$ cat config.mk
export PLATFORM = sky130hd
export DESIGN_NAME = cpu_run_monitor_flat
export DESIGN_NICKNAME = d
export VERILOG_FILES = /design/src/rtl/cpu_run_monitor_if.sv /design/src/rtl/cpu_run_monitor.sv /design/src/flat_wrapper.sv
export SDC_FILE = /design/constraint.sdc
export NUM_CORES = 1
export LEC_CHECK = 0
export ABC_AREA = 1
export ABC_CLOCK_PERIOD_IN_PS = 3210
export CORE_UTILIZATION = 40
export CTS_CLUSTER_SIZE = 14
export DETAILED_ROUTE_END_ITERATION = 7
export REMOVE_ABC_BUFFERS = 1
export SYNTH_ARGS = -nofsm -noshare
export SYNTH_HDL_FRONTEND = slang
export SYNTH_SLANG_ARGS = --single-unit
$ cat constraint.sdc
create_clock -name clk -period 3.21 [get_ports clk]
set_input_delay 0.8025 -clock clk [delete_from_list [all_inputs] [get_ports clk]]
set_output_delay 0.8025 -clock clk [all_outputs]
set_load 0.03 [all_outputs]
$ cat src/rtl/cpu_run_monitor_if.sv
// Core-side observation bundle for the run monitor: executed PC and data-memory store port.
interface cpu_run_monitor_if #(
    parameter int XLEN = 32
);
    logic            pc_valid_i;
    logic [XLEN-1:0] pc_i;
    logic            dmem_we_i;
    logic [XLEN-1:0] dmem_addr_i;
    logic [XLEN-1:0] dmem_wdata_i;

    modport master (
        output pc_valid_i, pc_i, dmem_we_i, dmem_addr_i, dmem_wdata_i
    );

    modport slave (
        input pc_valid_i, pc_i, dmem_we_i, dmem_addr_i, dmem_wdata_i
    );
endinterface

$ cat src/rtl/cpu_run_monitor.sv
// Run controller and end-of-test monitor: sequences core reset, counts cycles/instret,
// and latches the first end condition (halt, tohost pass/fail, self-loop, timeout).
module cpu_run_monitor #(
    parameter int          XLEN         = 32,
    parameter int          CNT_W        = 32,
    parameter int          RESET_CYCLES = 4,
    parameter logic [31:0] HALT_ADDR    = 32'h80000078,
    parameter logic [31:0] TOHOST_ADDR  = 32'h80001000,
    parameter int          MAX_CYCLES   = 100000,
    parameter int          LOOP_LIMIT   = 16
) (
    input  logic                  clk,
    input  logic                  rstn,
    input  logic                  clear_i,
    cpu_run_monitor_if.slave      core,
    output logic                  cpu_rstn_o,
    output logic                  running_o,
    output logic                  done_o,
    output logic [2:0]            status_o,
    output logic [XLEN-1:0]       exit_code_o,
    output logic [CNT_W-1:0]      cycle_cnt_o,
    output logic [CNT_W-1:0]      instret_o
);
    typedef enum logic [1:0] {HOLD, RUN, DONE} state_t;

    localparam logic [31:0]     HOLD_LAST = 32'(RESET_CYCLES - 1);
    localparam logic [CNT_W-1:0] LOOP_LIM = CNT_W'(LOOP_LIMIT);
    localparam logic [CNT_W-1:0] MAX_CYC  = CNT_W'(MAX_CYCLES);
    localparam logic [2:0] ST_NONE = 3'd0, ST_HALT = 3'd1, ST_PASS = 3'd2,
                           ST_FAIL = 3'd3, ST_TIMEOUT = 3'd4, ST_LOOP = 3'd5;

    state_t           state, state_n;
    logic [31:0]      hold_cnt, hold_n;
    logic [CNT_W-1:0] loop_cnt, loop_n;
    logic [XLEN-1:0]  last_pc, last_pc_n;
    logic             cpu_rstn_n;
    logic [2:0]       status_n;
    logic [XLEN-1:0]  exit_n;
    logic [CNT_W-1:0] cycle_n, instret_n;
    logic             pc_same, tohost_hit;

    function automatic logic [CNT_W-1:0] sat_inc(input logic [CNT_W-1:0] v);
        return (v == '1) ? v : v + CNT_W'(1);
    endfunction

    assign running_o = (state == RUN);
    assign done_o    = (state == DONE);

    always_ff @(posedge clk or negedge rstn) begin
        if (!rstn) begin
            state       <= HOLD;
            hold_cnt    <= '0;
            loop_cnt    <= '0;
            last_pc     <= '1;
            cpu_rstn_o  <= 1'b0;
            status_o    <= ST_NONE;
            exit_code_o <= '0;
            cycle_cnt_o <= '0;
            instret_o   <= '0;
        end else begin
            state       <= state_n;
            hold_cnt    <= hold_n;
            loop_cnt    <= loop_n;
            last_pc     <= last_pc_n;
            cpu_rstn_o  <= cpu_rstn_n;
            status_o    <= status_n;
            exit_code_o <= exit_n;
            cycle_cnt_o <= cycle_n;
            instret_o   <= instret_n;
        end
    end

    always_comb begin
        state_n    = state;
        hold_n     = hold_cnt;
        loop_n     = loop_cnt;
        last_pc_n  = last_pc;
        cpu_rstn_n = cpu_rstn_o;
        status_n   = status_o;
        exit_n     = exit_code_o;
        cycle_n    = cycle_cnt_o;
        instret_n  = instret_o;
        pc_same    = core.pc_valid_i && (core.pc_i == last_pc);
        tohost_hit = core.dmem_we_i && (core.dmem_addr_i == XLEN'(TOHOST_ADDR))
                     && core.dmem_wdata_i[0];

        if (clear_i) begin
            state_n    = HOLD;
            hold_n     = '0;
            loop_n     = '0;
            last_pc_n  = '1;
            cpu_rstn_n = 1'b0;
            status_n   = ST_NONE;
            exit_n     = '0;
            cycle_n    = '0;
            instret_n  = '0;
        end else begin
            case (state)
                HOLD: begin
                    hold_n = hold_cnt + 32'd1;
                    if (hold_cnt == HOLD_LAST) begin
                        state_n    = RUN;
                        hold_n     = '0;
                        cpu_rstn_n = 1'b1;
                    end
                end
                RUN: begin
                    cycle_n = sat_inc(cycle_cnt_o);
                    if (core.pc_valid_i && !pc_same) begin
                        instret_n = sat_inc(instret_o);
                        loop_n    = '0;
                        last_pc_n = core.pc_i;
                    end else if (pc_same) begin
                        loop_n = sat_inc(loop_cnt);
                    end
                    // Events use the updated counts so the event cycle itself is counted.
                    if (tohost_hit) begin
                        if (core.dmem_wdata_i == XLEN'(1)) begin
                            status_n = ST_PASS;
                        end else begin
                            status_n = ST_FAIL;
                            exit_n   = core.dmem_wdata_i >> 1;
                        end
                        state_n = DONE;
                    end else if (core.pc_valid_i && core.pc_i == XLEN'(HALT_ADDR)) begin
                        status_n = ST_HALT;
                        state_n  = DONE;
                    end else if (LOOP_LIMIT != 0 && pc_same && loop_n == LOOP_LIM) begin
                        status_n = ST_LOOP;
                        state_n  = DONE;
                    end else if (MAX_CYCLES != 0 && cycle_n == MAX_CYC) begin
                        status_n = ST_TIMEOUT;
                        state_n  = DONE;
                    end
                end
                default: ;
            endcase
        end
    end
endmodule

$ cat src/flat_wrapper.sv
// flat-port wrapper written by rule: the top's interface ports become plain ports
module cpu_run_monitor_flat 
#(
    parameter int          XLEN         = 32,
    parameter int          CNT_W        = 32,
    parameter int          RESET_CYCLES = 4,
    parameter logic [31:0] HALT_ADDR    = 32'h80000078,
    parameter logic [31:0] TOHOST_ADDR  = 32'h80001000,
    parameter int          MAX_CYCLES   = 100000,
    parameter int          LOOP_LIMIT   = 16
)
  (clk, rstn, clear_i, cpu_rstn_o, running_o, done_o, status_o, exit_code_o, cycle_cnt_o, instret_o, core_pc_valid_i, core_pc_i, core_dmem_we_i, core_dmem_addr_i, core_dmem_wdata_i);
  cpu_run_monitor_if #(.XLEN(XLEN)) core_i ();
  input  logic clk;
  input  logic rstn;
  input  logic clear_i;
  output logic cpu_rstn_o;
  output logic running_o;
  output logic done_o;
  output logic [2:0] status_o;
  output logic [XLEN-1:0] exit_code_o;
  output logic [CNT_W-1:0] cycle_cnt_o;
  output logic [CNT_W-1:0] instret_o;
  input wire logic [$bits(core_i.pc_valid_i)-1:0] core_pc_valid_i;
  input wire logic [$bits(core_i.pc_i)-1:0] core_pc_i;
  input wire logic [$bits(core_i.dmem_we_i)-1:0] core_dmem_we_i;
  input wire logic [$bits(core_i.dmem_addr_i)-1:0] core_dmem_addr_i;
  input wire logic [$bits(core_i.dmem_wdata_i)-1:0] core_dmem_wdata_i;
  assign core_i.pc_valid_i = core_pc_valid_i;
  assign core_i.pc_i = core_pc_i;
  assign core_i.dmem_we_i = core_dmem_we_i;
  assign core_i.dmem_addr_i = core_dmem_addr_i;
  assign core_i.dmem_wdata_i = core_dmem_wdata_i;
  cpu_run_monitor #(.XLEN(XLEN), .CNT_W(CNT_W), .RESET_CYCLES(RESET_CYCLES), .HALT_ADDR(HALT_ADDR), .TOHOST_ADDR(TOHOST_ADDR), .MAX_CYCLES(MAX_CYCLES), .LOOP_LIMIT(LOOP_LIMIT)) u_core (.clk(clk), .rstn(rstn), .clear_i(clear_i), .core(core_i), .cpu_rstn_o(cpu_rstn_o), .running_o(running_o), .done_o(done_o), .status_o(status_o), .exit_code_o(exit_code_o), .cycle_cnt_o(cycle_cnt_o), .instret_o(instret_o));
endmodule
==> implementation parameters <==
Parameter                              Value

Place
  Final weighted congestion of routability-driven global placement    0.969
  Estimated wirelength of the detail-placed design    32.9 mm
  Post-Place Cells    2553
  Port buffer count    201
  Setup Slack @ Placement    -287 ps

Routing
  DRC violation total after the first TritonRoute iteration    955
  Drc violations    0
  Total via count after detailed routing    13520
  Routed via count divided by cell count    5.22
  Average routed wire per standard cell    16.5 um
  Wire length after detailed routing    42.8 mm
  Drt pass-1 iters    5
  Post-DRT Antenna Nets    0

Worst setup path
  Cell-by-cell trace of the critical path    clkdlybuf4s50_1 > inv_1 > nand2_1 > nand2_1 > nor2_1 > nand2_1 > nor2_1 > nand2_1 > nor2_4 > buf_12 > nand3_1 > nand3_1 > nand3_1 > nor2_1 > nand2_1 > nor2_2 > nand2_2 > nand3_2 > nand2_2 > nand2_1 > nand2_1
  Beginning of the worst register-to-register path    u_core.cycle_cnt_o[1]$_DFFE_PN0N_
  Stages on the worst setup path    21
  Slack of the worst reg-to-reg path    260 ps
  Largest incremental delay on the critical path    490 ps
  Worst path required time    3560 ps
  Startpoint-to-endpoint class of the critical path    in -> reg
  Critical Path Source Type    primary input
  Crit Reg-Reg Endpoint    u_core.state[0]$_DFFE_PN0P_
  Critical path buffers and inverters    3
  Arrival @ worst endpoint    3380 ps
  Crit path max-delay family    simple AND/OR/NAND/NOR gates
  Worst r2r path cells    18
  Critical path's slowest cell    sky130_fd_sc_hd__clkdlybuf4s50_1
  Most repeated library cell on the critical path    sky130_fd_sc_hd__nand2_1
  Critical path endpoint category    flop
  Maximum fanout count along the critical path    7

Final layout
  Fraction of final layout cells with drive strength greater than 1    11.2%
  Area added between synthesis and finish    30.3%
  Multi-input gate area in the final layout    6690 sq um
  Number of filler instances in the final layout    3148
  Net count of the finished layout    2277
  Final standard cell utilization of the core    53.2%
  FF+latch area    4970 sq um
  Non-filler cells, final    2589

Timing
  Final count of negative-setup-slack endpoints    0
  Worst-Margin Slew    1020 ps
  Setup repair after global routing missed its margin    no
  Fin. max-slew vios    0
  Worst clock skew on the final layout    13.4 ps
  Achievable frequency    330 MHz
  Setup WS post-layout    178 ps
  Post-layout min period    3030 ps
  Number of hold violations in the final report    0
  Max-slew headroom    32.0%
  Period utilization    94.5%

Yosys
  Fraction of the mapped netlist area in compound gates    11.4%
  Count leader, synth    sky130_fd_sc_hd__nand2_1
  Main combinational cell family by area after synthesis    simple AND/OR/NAND/NOR gates
  Flop and latch count out of synthesis    197
  Cell types occupying the most area after synthesis    sky130_fd_sc_hd__dfrtp_1, sky130_fd_sc_hd__nand2_1, sky130_fd_sc_hd__inv_1, sky130_fd_sc_hd__dfstp_2, sky130_fd_sc_hd__nand3_1
  Most instantiated cells after synthesis    sky130_fd_sc_hd__nand2_1, sky130_fd_sc_hd__inv_1, sky130_fd_sc_hd__nor2_1
  Syn. warnings    0
  Dominant synthesized flop cell    sky130_fd_sc_hd__dfrtp_1
  Number of synthesized flops with an enable pin    0
  Synthesized-area fraction occupied by adder cells    0.387%
  Syn Std Cell Area    12900 sq um
  Count of cell types in the netlist    57
  Share of synthesized area occupied by flip-flops and latches    38.4%
  Post-synthesis xor/xnor area fraction    3.92%
  Avg Synthesized Cell Area    6.85 sq um
  Number of cells produced by synthesis    1889
  Mux cell area share after synthesis    0%
  Async set-or-reset flop fraction in the synthesized netlist    100%
  Portion of synthesized cell area occupied by the leading cell type    31.9%
  Synthesized-area fraction occupied by and/or/nand/nor cells    35.8%
  Cell taking the most area after synthesis    sky130_fd_sc_hd__dfrtp_1

Floorplan
  Die ar.    33100 sq um
  Initial Util    40.8%
  Area of the placeable core    31700 sq um
  Ports    203
  Die Height    182 um
  Width of the die    182 um
  Row Count    65

Power
  Comb power frac    22.8%
  Leak pwr    7.41 nW
  Total power density per cell area    394 nW/um^2
  VDD IR max    0.000380 V
  Switching power    2.21 mW
  Switching share of power    33.3%
  Clock group share of total power    35.3%
  Design internal power    4.43 mW
  Sequential share of power    42.0%

CTS
  Clock edge transition at the registers on the reported setup and hold paths    80 ps
  CTS Sinks    197
  Clock insertion delay at the later pin of the skew report    460 ps
  # H-tree levels    4
  Inserted Clock Buffers    17
  CTS Hold Bufs    0
  Deepest clock path buffer count    2
  Clock tree from TritonCTS    built
  CTS root buf    sky130_fd_sc_hd__clkbuf_16

Status
  Status    finished clean

GRT
  Overall overflow remaining after global route    0
  Antenna violations before repair    2
  Via count of the first global-routing pass    12999
  Wire length of the first global-routing pass    69.0 mm
  Overall fraction of global-route tracks in use    26.4%
  Maximum number of pins on one net before global-route repair    66

Job
  Maxcap violations    0

Worst hold path
  Path class of the lowest-slack min-delay path    in -> async
[registers in the layout (all words and copies together), names as in the netlist]
| register | flops |
|---|---|
| u_core.cpu_rstn_o | 1 |
| u_core.cycle_cnt_o | 32 |
| u_core.exit_code_o | 31 |
| u_core.hold_cnt | 32 |
| u_core.instret_o | 32 |
| u_core.last_pc | 32 |
| u_core.loop_cnt | 32 |
| u_core.state | 2 |
| u_core.status_o | 3 |
[routing by layer]
metal / routed length, um / vias up / track usage, %
met5: 0 / - / 0
met4: 923 / 0 / 7.76
met3: 2570 / 55 / 6.14
met2: 19700 / 370 / 42.4
met1: 19600 / 6363 / 35.4
li1: - / 6732 / -
[layout by cell type, fill, tap and decap left out, types with 42 or more instances in the layout]
cell type,count
sky130_fd_sc_hd__nand2_1,485
sky130_fd_sc_hd__inv_1,278
sky130_fd_sc_hd__clkdlybuf4s50_1,199
sky130_fd_sc_hd__nor2_1,190
sky130_fd_sc_hd__nand3_1,165
sky130_fd_sc_hd__dfrtp_1,165
sky130_fd_sc_hd__o21ai_0,144
sky130_fd_sc_hd__buf_4,106
sky130_fd_sc_hd__o22ai_1,63
sky130_fd_sc_hd__xor2_1,49
sky130_fd_sc_hd__nand4_1,46
sky130_fd_sc_hd__nor3_1,42
[worst max path at each step]
stage                                       endpoint                      startpoint  slack (ps)
floorplan             u_core.loop_cnt[6]$_DFFE_PN0N_     u_core.state[0]$_DFFE_PN0P_        -530
global placement      u_core.status_o[0]$_DFFE_PN0P_                   core_pc_i[10]        -240
detailed placement    u_core.status_o[0]$_DFFE_PN0P_                   core_pc_i[10]        -290
CTS                   u_core.status_o[0]$_DFFE_PN0P_  u_core.loop_cnt[0]$_DFFE_PN0N_         180
global route        u_core.instret_o[22]$_DFFE_PN0P_                   core_pc_i[10]           3
finish                u_core.status_o[0]$_DFFE_PN0P_                   core_pc_i[10]         180
[power groups by stage]
| stage | clock network (mW) | logic, mW | registers (mW) |
|---|---|---|---|
| 2_1_floorplan | 0 | 0.719 | 2.87 |
| 3_3_place_gp | 0 | 1.49 | 2.83 |
| 3_5_place_dp | 0 | 1.52 | 2.83 |
| 4_1_cts | 2.40 | 1.53 | 2.79 |
| 5_1_grt | 2.49 | 1.69 | 2.81 |
| 6_report | 2.34 | 1.51 | 2.79 |
[timing repair]
action | in CTS | in global routing
endpoints found under the setup margin | 0 | 6
buffers inserted | 0 | 2
hold endpoints to repair | 0 | 0
gates resized for setup | 0 | 5
[logic make-up after synthesis]
logic type	Yosys count
AND/OR/NAND/NOR	1029
buffers and inverters	340
AO/OA/AOI/OAI	261
flip-flops	197
XOR/XNOR	57
adder cells (fa/ha/maj)	4
other	1
[metrics by stage]
step           area (sq um)  TNS, ps  hold slack (ps)  power [mW]
2_1_floorplan         12700   -13790              463        3.59
6_report              16900        0              386        6.65
4_1_cts               16800        0              368        6.72
3_5_place_dp          16200    -3630              470        4.35
3_3_place_gp          16200    -2260              473        4.33
5_1_grt               16900        0              402        6.99
[layout make-up]
class                   count  share of cell area (%)
diodes                      2                  0.0297
clock buffers              17                    2.52
clock inverters            15                    1.19
inverters                 287                    6.39
multi-input cells        1352                    39.6
flip-flops and latches    197                    29.5
well taps                 402                    2.98
repair buffers            317                    17.8
Power figures use the tool's default switching activity.
